--- src/rtl/crc_bus_initiator.sv ---
// Bus initiator for the CRC32 peripheral: programs poly/config/enable, streams bytes
// into the data register, disables the engine and reads back the result.
module crc_bus_initiator #(
  parameter logic [31:0] POLY_DEFAULT = 32'h04C11DB7,
  parameter int unsigned BYTE_GAP     = 1,
  parameter int unsigned READ_TIMEOUT = 255
) (
  input  logic        clk,
  input  logic        rst_n,
  input  logic        start,
  input  logic [7:0]  cfg,
  input  logic [31:0] poly,
  input  logic        poly_sel,
  input  logic        s_valid,
  input  logic [7:0]  s_data,
  input  logic        s_last,
  output logic        s_ready,
  output logic        busy,
  output logic [31:0] result,
  output logic        result_valid,
  output logic        timeout_err,
  output logic [5:0]  address,
  output logic [31:0] wdata,
  output logic [1:0]  data_write_n,
  output logic [1:0]  data_read_n,
  input  logic [31:0] rdata,
  input  logic        data_ready
);

  localparam int unsigned CNT_W = 8;

  localparam logic [3:0] S_IDLE    = 4'd0;
  localparam logic [3:0] S_WR_POLY = 4'd1;
  localparam logic [3:0] S_WR_CFG  = 4'd2;
  localparam logic [3:0] S_WR_EN   = 4'd3;
  localparam logic [3:0] S_STREAM  = 4'd4;
  localparam logic [3:0] S_WR_BYTE = 4'd5;
  localparam logic [3:0] S_GAP     = 4'd6;
  localparam logic [3:0] S_WR_DIS  = 4'd7;
  localparam logic [3:0] S_RD      = 4'd8;
  localparam logic [3:0] S_DONE    = 4'd9;

  localparam logic [5:0] A_EN   = 6'h00;
  localparam logic [5:0] A_CFG  = 6'h04;
  localparam logic [5:0] A_DATA = 6'h08;
  localparam logic [5:0] A_RES  = 6'h0C;
  localparam logic [5:0] A_POLY = 6'h10;

  localparam logic [1:0] W_NONE = 2'b11;
  localparam logic [1:0] W_8    = 2'b00;
  localparam logic [1:0] W_32   = 2'b10;
  localparam logic [1:0] R_NONE = 2'b11;
  localparam logic [1:0] R_32   = 2'b10;

  localparam logic [CNT_W-1:0] GAP_LAST = CNT_W'(BYTE_GAP - 1);
  localparam logic [CNT_W-1:0] RD_LAST  = CNT_W'(READ_TIMEOUT - 1);

  logic [3:0]       state, state_nxt;
  logic [CNT_W-1:0] cnt, cnt_nxt;
  logic [7:0]       cfg_q, cfg_nxt;
  logic [31:0]      poly_q, poly_nxt;
  logic             last_q, last_nxt;

  logic        s_ready_nxt, busy_nxt, result_valid_nxt, timeout_nxt;
  logic [31:0] result_nxt, wdata_nxt;
  logic [5:0]  address_nxt;
  logic [1:0]  wn_nxt, rn_nxt;

  // Bus outputs are computed for the state being entered so they register in step with it.
  always_comb begin
    state_nxt        = state;
    cnt_nxt          = cnt;
    cfg_nxt          = cfg_q;
    poly_nxt         = poly_q;
    last_nxt         = last_q;
    result_nxt       = result;
    timeout_nxt      = timeout_err;
    s_ready_nxt      = 1'b0;
    result_valid_nxt = 1'b0;
    address_nxt      = 6'h00;
    wdata_nxt        = 32'h0;
    wn_nxt           = W_NONE;
    rn_nxt           = R_NONE;

    case (state)
      S_IDLE: begin
        if (start) begin
          state_nxt   = S_WR_POLY;
          cfg_nxt     = cfg;
          poly_nxt    = poly_sel ? poly : POLY_DEFAULT;
          timeout_nxt = 1'b0;
          address_nxt = A_POLY;
          wdata_nxt   = poly_nxt;
          wn_nxt      = W_32;
        end
      end
      S_WR_POLY: begin
        state_nxt   = S_WR_CFG;
        address_nxt = A_CFG;
        wdata_nxt   = {24'h0, cfg_q};
        wn_nxt      = W_8;
      end
      S_WR_CFG: begin
        state_nxt   = S_WR_EN;
        address_nxt = A_EN;
        wdata_nxt   = 32'd1;
        wn_nxt      = W_8;
      end
      S_WR_EN: begin
        state_nxt   = S_STREAM;
        s_ready_nxt = 1'b1;
      end
      S_STREAM: begin
        if (s_valid && s_ready) begin
          state_nxt   = S_WR_BYTE;
          last_nxt    = s_last;
          address_nxt = A_DATA;
          wdata_nxt   = {24'h0, s_data};
          wn_nxt      = W_8;
        end else begin
          s_ready_nxt = 1'b1;
        end
      end
      S_WR_BYTE: begin
        if (last_q) begin
          state_nxt   = S_WR_DIS;
          address_nxt = A_EN;
          wdata_nxt   = 32'd0;
          wn_nxt      = W_8;
        end else if (BYTE_GAP == 0) begin
          state_nxt   = S_STREAM;
          s_ready_nxt = 1'b1;
        end else begin
          state_nxt = S_GAP;
          cnt_nxt   = '0;
        end
      end
      S_GAP: begin
        if (cnt == GAP_LAST) begin
          state_nxt   = S_STREAM;
          s_ready_nxt = 1'b1;
        end else begin
          cnt_nxt = cnt + CNT_W'(1);
        end
      end
      S_WR_DIS: begin
        state_nxt   = S_RD;
        cnt_nxt     = '0;
        address_nxt = A_RES;
        rn_nxt      = R_32;
      end
      S_RD: begin
        // Read held until data_ready; gives up after READ_TIMEOUT read cycles.
        if (data_ready) begin
          state_nxt        = S_DONE;
          result_nxt       = rdata;
          result_valid_nxt = 1'b1;
        end else if (cnt == RD_LAST) begin
          state_nxt   = S_IDLE;
          timeout_nxt = 1'b1;
        end else begin
          cnt_nxt     = cnt + CNT_W'(1);
          address_nxt = A_RES;
          rn_nxt      = R_32;
        end
      end
      S_DONE: begin
        state_nxt = S_IDLE;
      end
      default: begin
        state_nxt = S_IDLE;
      end
    endcase

    busy_nxt = (state_nxt != S_IDLE);
  end

  always_ff @(posedge clk or negedge rst_n) begin
    if (!rst_n) begin
      state        <= S_IDLE;
      cnt          <= '0;
      cfg_q        <= 8'h0;
      poly_q       <= 32'h0;
      last_q       <= 1'b0;
      s_ready      <= 1'b0;
      busy         <= 1'b0;
      result       <= 32'h0;
      result_valid <= 1'b0;
      timeout_err  <= 1'b0;
      address      <= 6'h00;
      wdata        <= 32'h0;
      data_write_n <= W_NONE;
      data_read_n  <= R_NONE;
    end else begin
      state        <= state_nxt;
      cnt          <= cnt_nxt;
      cfg_q        <= cfg_nxt;
      poly_q       <= poly_nxt;
      last_q       <= last_nxt;
      s_ready      <= s_ready_nxt;
      busy         <= busy_nxt;
      result       <= result_nxt;
      result_valid <= result_valid_nxt;
      timeout_err  <= timeout_nxt;
      address      <= address_nxt;
      wdata        <= wdata_nxt;
      data_write_n <= wn_nxt;
      data_read_n  <= rn_nxt;
    end
  end

endmodule

--- config.mk ---
export PLATFORM = sky130hd
export DESIGN_NAME = crc_bus_initiator
export DESIGN_NICKNAME = d
export VERILOG_FILES = /design/src/rtl/crc_bus_initiator.sv
export SDC_FILE = /design/constraint.sdc
export NUM_CORES = 1
export LEC_CHECK = 0
export BUFFER_PORTS_ARGS = -buffer_cell sky130_fd_sc_hd__buf_2
export CELL_PAD_IN_SITES_DETAIL_PLACEMENT = 2
export CELL_PAD_IN_SITES_GLOBAL_PLACEMENT = 2
export CORE_MARGIN = 3
export CORE_UTILIZATION = 25
export DETAILED_ROUTE_END_ITERATION = 7
export GPL_TIMING_DRIVEN = 0
export PLACE_DENSITY = 0.73
export SETUP_SLACK_MARGIN = 0.4
export SLEW_MARGIN = 10
export SYNTH_ARGS = -nofsm -noshare
export SYNTH_HDL_FRONTEND = slang
export SYNTH_SLANG_ARGS = --single-unit
--- constraint.sdc ---
create_clock -name clk -period 1.64 [get_ports clk]
set_input_delay 0.328 -clock clk [delete_from_list [all_inputs] [get_ports clk]]
set_output_delay 0.328 -clock clk [all_outputs]
set_load 0.03 [all_outputs]
==> reports/summary.json <==
{
  "post_cts_hold_buffer_count": {"value": 0},
  "first_global_vias": {"value": 4471},
  "worst_clock_skew": {"value": 0.0164, "unit": "ns"},
  "cpLargestDelayFamily": {"value": "compound AO/OA/AOI/OAI gates"},
  "design.core.area": {"value": 0.0153, "unit": "mm^2"},
  "count_of_flip_flops_with_a_built_in_enable_after_synthesis": {"value": 0},
  "grt_antenna_before_repair": {"value": 3},
  "ys_seq_area_share": {"value": 60.5, "unit": "%"},
  "synth_cell_type_count": {"value": 49},
  "placed_cells_incl_taps": {"value": 774},
  "setup-tns-final": {"value": -10.43, "unit": "ns"},
  "critical_path_cell_sequence": {"value": "nor4b_4 -> o21ai_2 -> a21o_1 -> buf_4 -> o21ai_0 -> o41ai_2"},
  "postPlaceCellArea": {"value": 0.00515, "unit": "mm^2"},
  "yosys_warnings": {"value": 0},
  "synthesized_area_per_cell": {"value": 9.84, "unit": "um^2"},
  "timing.final.hold_violations": {"value": 0},
  "critical_path_buf_inv_count": {"value": 1},
  "path_class": {"value": "flop to flop"},
  "number_of_top_level_pins": {"value": 165},
  "cts.reportedPaths.clkPinSlew": {"value": 0.08, "unit": "ns"},
  "start_util": {"value": 25.7, "unit": "%"},
  "synth.largest_area_cell": {"value": "sky130_fd_sc_hd__dfrtp_1"},
  "clk_path_buf_depth": {"value": 2},
  "power.static_leakage": {"value": 3.85, "unit": "nW"},
  "die_height": {"value": 132, "unit": "um"},
  "critPathLaunch": {"value": "state[1]"},
  "timing_worst_slew_pin_value": {"value": 0.881, "unit": "ns"},
  "synth_async_sr_flop_share": {"value": 100, "unit": "%"},
  "insertion_delay": {"value": 0.36, "unit": "ns"},
  "synth.most_common_cell": {"value": "sky130_fd_sc_hd__nand2_1"},
  "peak_vdd_ir": {"value": 0.611, "unit": "mV"},
  "reg2reg_from": {"value": "state[1]"},
  "final_worst_path_period_share": {"value": 121, "unit": "%"},
  "detail_route.iter0.violations": {"value": 174},
  "design.die.area": {"value": 0.0173, "unit": "mm^2"},
  "drc": {"value": 0},
  "maxClockFrequency": {"value": 505, "unit": "MHz"},
  "worst_ep_arrival_time": {"value": 2.22, "unit": "ns"},
  "failed_checks": {"value": "negative setup slack"},
  "layout.core_utilization": {"value": 49.3, "unit": "%"},
  "netlist_area": {"value": 0.00394, "unit": "mm^2"},
  "grt_overflow_total": {"value": 0},
  "synth_cells": {"value": 400},
  "vias": {"value": 4260},
  "status": {"value": "complete, but fails checks"},
  "grt_start_max_net_pins": {"value": 49},
  "place_worst_setup_slack": {"value": -0.395, "unit": "ns"},
  "crit_start_category": {"value": "flop"},
  "setup_viol_count_final": {"value": 85},
  "placement_rows": {"value": 45},
  "final_max_tran_viols": {"value": 0},
  "hpwl": {"value": 9840, "unit": "um"},
  "cell_types_with_the_largest_area_share_after_synthesis": {"value": "sky130_fd_sc_hd__dfrtp_1 (58%), sky130_fd_sc_hd__nand2_1 (13%), sky130_fd_sc_hd__and3_1 (2.9%)"},
  "placement.io_buffers": {"value": 160},
  "fin_ws": {"value": -0.341, "unit": "ns"},
  "globalRouteTotalUtil": {"value": 19.3, "unit": "%"},
  "cts_tree": {"value": "done"},
  "die_span_in_x": {"value": 132, "unit": "um"},
  "slowest_stage": {"value": "sky130_fd_sc_hd__dfrtp_2"},
  "max-slew-margin-rel": {"value": 41.3, "unit": "%"},
  "register_to_register_setup_slack": {"value": -0.34, "unit": "ns"},
  "postRouteAntennaNets": {"value": 0},
  "detail_route.first_pass.iterations": {"value": 4},
  "power.density": {"value": 1760, "unit": "mW/mm^2"},
  "numClockSinks": {"value": 95},
  "postRouteWirelength": {"value": 23100, "unit": "um"},
  "cts_inserted_buffers": {"value": 9},
  "grt_first_pass_wirelength": {"value": 26400, "unit": "um"},
  "final_cells": {"value": 880},
  "critical-path-max-stage-delay": {"value": 0.48, "unit": "ns"},
  "worstSetupEndpointType": {"value": "flop"},
  "final_period_minus_worst_setup_slack": {"value": 1.98, "unit": "ns"},
  "area_delta_synth_final": {"value": 91.8, "unit": "%"},
  "layout.cell_area.non_filler": {"value": 0.00755, "unit": "mm^2"},
  "synth-seq-cells": {"value": 95},
  "critPathRequiredTime": {"value": 1.88, "unit": "ns"},
  "drive_above_1_share": {"value": 64.3, "unit": "%"},
  "yosys_most_used_dff": {"value": "sky130_fd_sc_hd__dfrtp_1"},
  "synth_top_cell_area_share": {"value": 58.5, "unit": "%"},
  "htree_num_levels": {"value": 3},
  "design.final.nets": {"value": 752},
  "viasPerCell": {"value": 4.84},
  "last_weighted_congestion_value_of_the_routability_driven_placer": {"value": 0.797},
  "drt-wirelength-per-cell": {"value": 26.2, "unit": "um"},
  "hold_path_class": {"value": "input port to asynchronous set/reset pin"},
  "post_synth_most_frequent_cells": {"value": "sky130_fd_sc_hd__nand2_1 (132), sky130_fd_sc_hd__dfrtp_1 (92), sky130_fd_sc_hd__a21oi_1 (18), sky130_fd_sc_hd__and3_1 (18)"},
  "grt_setup_unrepaired": {"value": "yes"},
  "drv_cap": {"value": 0},
  "clock_tree.root_cell": {"value": "sky130_fd_sc_hd__clkbuf_16"},
  "worstPathMaxFanout": {"value": 5}
}
logic make-up (layout without fill, tap and decap cells):
group	count (synthesis)	after routing	share of synthesized area [%]
other	2	6	0.191
DFF	95	95	60.5
buffers and inverters	41	305	4.96
adders and majority gates	3	3	0.953
AOI/OAI and AO/OA	51	51	8.77
muxes	2	2	0.540
and+or+nand+nor	204	205	23.7
xor gates and xnor gates	2	2	0.445
report_power, final:
group	internal [W]	switching (W)
clock	0.00150	0.00105
combinational	0.00323	0.00378
sequential	0.00306	0.000670
cell type report:
class / instances / area (um^2)
Clock inverter: 7 / 120
Tap cell: 211 / 264
Inverter: 17 / 83.8
Multi-Input combinational cell: 267 / 2010
Timing Repair Buffer: 246 / 2140
Sequential cell: 95 / 2390
Timing Repair inverter: 2 / 22.5
Antenna cell: 2 / 5.00
Buffer: 24 / 282
Fill cell: 1535 / 7760
Clock buffer: 9 / 225
per-stage QoR:
| stage | hold WS (ns) | total power [W] |
|---|---|---|
| floorplan | 0.0324 | 0.00587 |
| global placement | 0.453 | 0.00698 |
| detailed placement | 0.404 | 0.00715 |
| CTS | 0.0221 | 0.0115 |
| global route | 0.0565 | 0.0138 |
| finish | 0.0267 | 0.0133 |
layer usage:
layer	share of wire, %	track usage, %	up-vias
met1	38	22.3	2227
met5	0	0	-
li1	-	-	1839
met2	55	36.1	145
met3	3.5	3.37	49
met4	3.4	5.83	0
sequential cells by signal (all words and copies together) (netlist names):
name,flops
result,32
wdata,32
cfg_q,8
cnt,8
state,4
address,3
data_write_n,2
busy,1
data_read_n,1
last_q,1
result_valid,1
s_ready,1
timeout_err,1
placed cells by master (no fill, tap or decap), types with 3 or more instances in the layout:
cell                         n
sky130_fd_sc_hd__nor2_4      6
sky130_fd_sc_hd__buf_16      3
sky130_fd_sc_hd__nand3_2     3
sky130_fd_sc_hd__buf_2      96
sky130_fd_sc_hd__nand2_4     9
sky130_fd_sc_hd__buf_4      58
sky130_fd_sc_hd__buf_6      84
sky130_fd_sc_hd__a21oi_2    11
sky130_fd_sc_hd__a221o_1     6
sky130_fd_sc_hd__nor2_2      3
sky130_fd_sc_hd__bufinv_16   3
sky130_fd_sc_hd__dfrtp_2    10
sky130_fd_sc_hd__nand2_1    74
sky130_fd_sc_hd__nor2_1      6
sky130_fd_sc_hd__inv_8       4
sky130_fd_sc_hd__buf_12      4
sky130_fd_sc_hd__buf_8      15
sky130_fd_sc_hd__clkbuf_16  15
sky130_fd_sc_hd__nand2_2    48
sky130_fd_sc_hd__dfrtp_1    82
sky130_fd_sc_hd__and3_4      6
sky130_fd_sc_hd__and3_1     12
sky130_fd_sc_hd__a21oi_1     4
sky130_fd_sc_hd__a21oi_4     3
sky130_fd_sc_hd__clkbuf_1    3
sky130_fd_sc_hd__nand3_1     5
sky130_fd_sc_hd__inv_1      13
sky130_fd_sc_hd__o21ai_2     4
sky130_fd_sc_hd__o31ai_4     3
sky130_fd_sc_hd__o21ai_1     8
sky130_fd_sc_hd__conb_1      4
sky130_fd_sc_hd__dfstp_2     3
timing repair:
action,in CTS,in global routing
pin swaps,15,47
setup endpoints to repair,138,154
cloned,4,8
gates resized for setup,175,203
setup buffers,44,32
path summary, 6_finish.rpt:
path,end,depth (start not counted)
worst min register to register,cfg_q[2],2
worst min-delay path,wdata[15],1
worst max register to register,cnt[7],6
max in group asynchronous,data_read_n[0],2
worst max-delay path,cnt[7],6
min in group clk,cfg_q[7],3
No activity file was read; power rests on OpenSTA's default activity.
